==> src/rtl/seg_pkg.sv <==
// Shared constants for the seven-segment display blocks: segment codes,
// scan FSM encoding and digit count.
package seg_pkg;

  localparam logic [7:0] SEG_OFF = 8'hFF;
  localparam int         DIG_NUM = 8;

  // Active-low codes for 0..F with dp (bit7) off; entry 0 is the rightmost element.
  localparam logic [15:0][7:0] SEG_HEX = {
    8'h8E, 8'h86, 8'hA1, 8'hC6, 8'h83, 8'h88, 8'h90, 8'h80,
    8'hF8, 8'h82, 8'h92, 8'h99, 8'hB0, 8'hA4, 8'hF9, 8'hC0
  };

  typedef enum logic {
    ST_BLANK = 1'b0,
    ST_SHOW  = 1'b1
  } seg_state_t;

endpackage

==> src/rtl/hex_to_seg.sv <==
// Nibble plus decimal point to active-low seven-segment code.
module hex_to_seg
  import seg_pkg::*;
(
  input  logic [3:0] i_nib,
  input  logic       i_dp,
  output logic [7:0] o_seg
);

  assign o_seg = SEG_HEX[i_nib] & {~i_dp, 7'h7F};

endmodule

==> src/rtl/seg_scan_driver.sv <==
// Time-multiplexed 8-digit seven-segment scanner with blanking gap and
// frame-aligned double-buffered display data.
module seg_scan_driver
  import seg_pkg::*;
#(
  parameter int SCAN_DIV  = 100000,
  parameter int BLANK_CYC = 1000,
  parameter int CNT_W     = 17
) (
  input  logic        clk,
  input  logic        rst,
  input  logic [31:0] iData,
  input  logic [7:0]  iDigEn,
  input  logic [7:0]  iDp,
  input  logic        iLoad,
  output logic [2:0]  oDigSel,
  output logic        oDigValid,
  output logic [7:0]  oSeg,
  output logic        oFrame,
  output logic        oPending
);

  localparam logic [CNT_W-1:0] SHOW_LAST  = CNT_W'(SCAN_DIV - 1);
  localparam logic [CNT_W-1:0] BLANK_LAST = CNT_W'(BLANK_CYC - 1);
  localparam logic [2:0]       IDX_LAST   = 3'(DIG_NUM - 1);

  seg_state_t       r_state, w_state_nxt;
  logic [CNT_W-1:0] r_cnt, w_cnt_nxt;
  logic [2:0]       r_idx, w_idx_nxt;
  logic             w_commit;

  logic [31:0] r_shd_data, r_act_data, w_act_data_nxt;
  logic [7:0]  r_shd_en, r_act_en, w_act_en_nxt;
  logic [7:0]  r_shd_dp, r_act_dp, w_act_dp_nxt;
  logic        r_pending;

  logic [3:0] w_nib;
  logic       w_dp;
  logic [7:0] w_code;
  logic       w_show_nxt, w_frame_nxt;
  logic [7:0] r_seg;
  logic       r_valid, r_frame;

  // Phase counter / digit index sequencing; commit is the 7->0 wrap.
  always_comb begin
    w_state_nxt = r_state;
    w_cnt_nxt   = r_cnt + CNT_W'(1);
    w_idx_nxt   = r_idx;
    w_commit    = 1'b0;
    case (r_state)
      ST_BLANK: begin
        if (r_cnt == BLANK_LAST) begin
          w_state_nxt = ST_SHOW;
          w_cnt_nxt   = '0;
        end else begin
          w_state_nxt = ST_BLANK;
        end
      end
      ST_SHOW: begin
        if (r_cnt == SHOW_LAST) begin
          w_state_nxt = ST_BLANK;
          w_cnt_nxt   = '0;
          w_idx_nxt   = r_idx + 3'd1;
          w_commit    = (r_idx == IDX_LAST);
        end else begin
          w_state_nxt = ST_SHOW;
        end
      end
      default: begin
        w_state_nxt = ST_BLANK;
        w_cnt_nxt   = '0;
        w_idx_nxt   = 3'd0;
      end
    endcase
  end

  // Active buffer takes the pre-existing shadow only at a commit with data pending.
  always_comb begin
    if (w_commit && r_pending) begin
      w_act_data_nxt = r_shd_data;
      w_act_en_nxt   = r_shd_en;
      w_act_dp_nxt   = r_shd_dp;
    end else begin
      w_act_data_nxt = r_act_data;
      w_act_en_nxt   = r_act_en;
      w_act_dp_nxt   = r_act_dp;
    end
  end

  // Outputs are computed from next-state values so the registers line up with the current cycle.
  assign w_nib       = w_act_data_nxt[{w_idx_nxt, 2'b00} +: 4];
  assign w_dp        = w_act_dp_nxt[w_idx_nxt];
  assign w_show_nxt  = (w_state_nxt == ST_SHOW) && w_act_en_nxt[w_idx_nxt];
  assign w_frame_nxt = (w_state_nxt == ST_SHOW) && (w_idx_nxt == IDX_LAST) &&
                       (w_cnt_nxt == SHOW_LAST);

  hex_to_seg u_hex (
    .i_nib (w_nib),
    .i_dp  (w_dp),
    .o_seg (w_code)
  );

  // State, buffers and registered outputs.
  always_ff @(posedge clk) begin
    if (rst) begin
      r_state    <= ST_BLANK;
      r_cnt      <= '0;
      r_idx      <= 3'd0;
      r_shd_data <= 32'h0;
      r_shd_en   <= 8'h00;
      r_shd_dp   <= 8'h00;
      r_act_data <= 32'h0;
      r_act_en   <= 8'h00;
      r_act_dp   <= 8'h00;
      r_pending  <= 1'b0;
      r_seg      <= SEG_OFF;
      r_valid    <= 1'b0;
      r_frame    <= 1'b0;
    end else begin
      r_state    <= w_state_nxt;
      r_cnt      <= w_cnt_nxt;
      r_idx      <= w_idx_nxt;
      r_act_data <= w_act_data_nxt;
      r_act_en   <= w_act_en_nxt;
      r_act_dp   <= w_act_dp_nxt;
      if (iLoad) begin
        r_shd_data <= iData;
        r_shd_en   <= iDigEn;
        r_shd_dp   <= iDp;
        r_pending  <= 1'b1;
      end else if (w_commit) begin
        r_pending  <= 1'b0;
      end else begin
        r_pending  <= r_pending;
      end
      r_seg   <= w_show_nxt ? w_code : SEG_OFF;
      r_valid <= w_show_nxt;
      r_frame <= w_frame_nxt;
    end
  end

  assign oDigSel   = r_idx;
  assign oDigValid = r_valid;
  assign oSeg      = r_seg;
  assign oFrame    = r_frame;
  assign oPending  = r_pending;

endmodule
==> config.mk <==
export PLATFORM = sky130hd
export DESIGN_NAME = seg_scan_driver
export DESIGN_NICKNAME = d
export VERILOG_FILES = /design/src/rtl/seg_pkg.sv /design/src/rtl/hex_to_seg.sv /design/src/rtl/seg_scan_driver.sv
export SDC_FILE = /design/constraint.sdc
export NUM_CORES = 1
export LEC_CHECK = 0
export CORE_ASPECT_RATIO = 0.75
export CORE_MARGIN = 5
export CORE_UTILIZATION = 45
export DETAILED_ROUTE_END_ITERATION = 6
export PLACE_DENSITY = 0.68
export SKIP_CTS_REPAIR_TIMING = 1
export SYNTH_ARGS = -nofsm -noshare
export SYNTH_HDL_FRONTEND = slang
export SYNTH_SLANG_ARGS = --single-unit
export TNS_END_PERCENT = 50
==> constraint.sdc <==
create_clock -name clk -period 3.4 [get_ports clk]
set_clock_uncertainty 0.2 [all_clocks]
set_input_delay 0.51 -clock clk [delete_from_list [all_inputs] [get_ports clk]]
set_output_delay 0.51 -clock clk [all_outputs]
set_load 0.01 [all_outputs]
==> reports/summary.txt <==
Outcome: finished clean
TritonCTS clock tree: built
Final wirelength: 18600 um
Number of global-route vias before repair: 5675
Worst relative slew slack: 44.8%
Die width: 148 um
Antenna fix cells: 0
Setup crit start kind: register
I/O pin total: 65
Vias per cell: 5.65
CP cell instances: or4b_4, nor4_4, buf_12, a21oi_4, or2_2, o221ai_2, o31ai_4, ha_1, and3_1, o21ai_0, o2111ai_1
DRC viols: 0
Tightest Pin Transition: 0.828 ns
LEAKAGE: 0.00315 uW
Max-cap viol count: 0
Distinct cells, synth: 68
Mean Syn Cell Area: 8.53 um^2
Biggest cell delay along the critical path: 0.58 ns
R2r setup slk: 0.1 ns
First-pass GRT wire length: 30200 um
Clk buf depth: 2
Port bufs: 64
Seq/Total Area, Yosys: 39.6%
Share of the synthesized area in the top cell type: 39.6%
Slowest stage cell, crit path: or4b_4
Ys flop type: dfxtp_1
Gr ovfl total: 0
# H-tree levels: 4
Reg2Reg Depth: 11
Synth cell count leaders: dfxtp_1, nand2_1, nor2_1
Die Area: 0.0169 mm^2
Antenna violations before repair: 0
ANT nets after route: 0
Pin count of the biggest net entering global routing: 50
Num Clock Sinks: 128
Fin crit share: 97.1%
Gr usage total: 22.7%
Count leader, synth: dfxtp_1
Worst path bufs/invs: 1
Filler cells: 1271
Hold Violations, Final: 0
Cell family with most CP delay: simple AND/OR/NAND/NOR gates
Clock transition at the registers of the reported paths: 0.05 ns
Final count of pins violating max slew: 0
Crit path capture: oSeg[0]
Layout cells sized above 1: 17.2%
1st-pass router iterations: 4
Sequential Area: 0.00256 mm^2
Synth warn: 0
Power Density: 432 mW/mm^2
Nets: 904
Root Buffer: clkbuf_16
Final Hold Slack: 0.249 ns
Worst hold path class: reg -> reg
Critical path class: reg -> reg
# rows: 38
Synth Register Bits: 128
Worst-Skew Late Latency: 0.42 ns
Critical Path AT: 3.39 ns
DP Wirelength: 13300 um
Die height: 114 um
CTS Buf Count: 17
Post-synth EDFFs: 0
Setup violators final: 0
Syn Std Cell Area: 0.00646 mm^2
Fraction of registers with async set/reset: 0%
Core area: 0.0143 mm^2
Final min period: 3.30 ns
Via count: 5863
Crit-path max FO: 14
Area of the multi-input gates: 0.00366 mm^2
Routed len/inst: 18.0 um
Worst setup startpoint: r_cnt[5]
Final total power: 3550 uW
DRT iter0 DRCs: 423
Crit. path cell count: 11
Peak supply drop: 320 uV
Area leader, netlist: dfxtp_1
GP Congestion: 0.931
Crit Reg-Reg Startpoint: r_cnt[5]
Critical path required time: 3.49 ns
Cells after Synth: 758
Reg-to-reg endpoint: oSeg[0]
Max Fclk: 303 MHz
Initial Utilization: 45.3%
Synth area leaders: dfxtp_1, mux2i_1, nand2_1, nor2_1, a21oi_1
Area growth syn-to-layout: 27.2%
Critical Path End Type: register
Synth Net Count: 818
==> layer usage <==
metal,vias up,routed length (um),track usage [%],share of wire (%)
li1,2849,-,-,-
met1,2772,8900,32.5,48
met2,216,8170,33.9,44
met3,26,1240,5.36,6.7
met4,0,314,7.20,1.7
met5,-,0,0,0
==> logic make-up (layout without fill, tap and decap cells) <==
family	after synthesis	after routing	synth area share [%]
xor gates and xnor gates	18	18	2.44
buffers and inverters	71	170	5.40
adders and majority gates	9	9	1.74
AOI/OAI and AO/OA	129	129	13.3
and+or+nand+nor	319	319	23.2
muxes	84	84	14.3
DFF	128	128	39.6
==> per-stage QoR <==
step           instance area (um^2)  util [%]  cells  setup slack [ns]  setup TNS (ns)
6_report                       8220      57.6   1037            0.0989               0
5_1_grt                        8220      57.6   1037           -0.0247         -0.0505
4_1_cts                        8100      56.8   1034            -0.117          -0.331
3_5_place_dp                   7510      52.6   1002            -0.102          -0.267
3_3_place_gp                   7510      52.6   1002           -0.0394         -0.0424
2_1_floorplan                  6470         -    758             0.117               0
==> sequential cells by signal (all words and copies together) (netlist names) <==
name and count:
oDigSel 3, oDigValid 1, oFrame 1, oPending 1, oSeg 8, r_act_data 32
r_act_dp 8, r_act_en 8, r_cnt 17, r_shd_data 32, r_shd_dp 8, r_shd_en 8
r_state 1
==> placed cells by master (no fill, tap or decap), drive strengths merged, types with 11 or more instances in the layout <==
| cell | n |
|---|---|
| a211oi | 13 |
| a21oi | 58 |
| buf | 63 |
| clkbuf | 19 |
| clkdlybuf4s50 | 62 |
| dfxtp | 128 |
| inv | 12 |
| mux2i | 69 |
| nand2 | 127 |
| nand3 | 17 |
| nand4 | 13 |
| nor2 | 99 |
| nor3 | 15 |
| xnor2 | 11 |
==> worst min path at each step <==
stage                        start             end  slack [ns]  cells past startpoint
floorplan              r_act_en[0]     r_act_en[0]        0.23                      2
global placement       r_act_dp[3]     r_act_dp[3]        0.23                      2
detailed placement  r_act_data[30]  r_act_data[30]        0.25                      2
CTS                    r_act_en[3]     r_act_en[3]        0.25                      2
global route              r_cnt[0]        r_cnt[0]        0.27                      1
finish                    r_cnt[0]        r_cnt[0]        0.25                      1
==> area by class of cell <==
cell class              count  share of cell area (%)
multi-input cells         559                    44.5
flip-flops and latches    128                    31.2
repair buffers            125                    13.8
clock buffers              19                    5.51
well taps                 180                    2.74
clock inverters            13                    1.69
inverters                  13                   0.593
==> power breakdown <==
group          total, uW  internal, uW  switching, uW
Clock               1800          1120            687
Sequential          1570          1540           35.7
Combinational        173          97.3           75.9
Total               3550          2750            798
==> worst register-to-register path: stages, from the launching register on <==
cell and delay, ns:
dfxtp_1 0.31, or4b_4 0.58, nor4_4 0.35, buf_12 0.20, a21oi_4 0.09, or2_2 0.37
o221ai_2 0.26, o31ai_4 0.15, ha_1 0.23, and3_1 0.15, o21ai_0 0.17, o2111ai_1 0.13
Power figures use the tool's default switching activity.
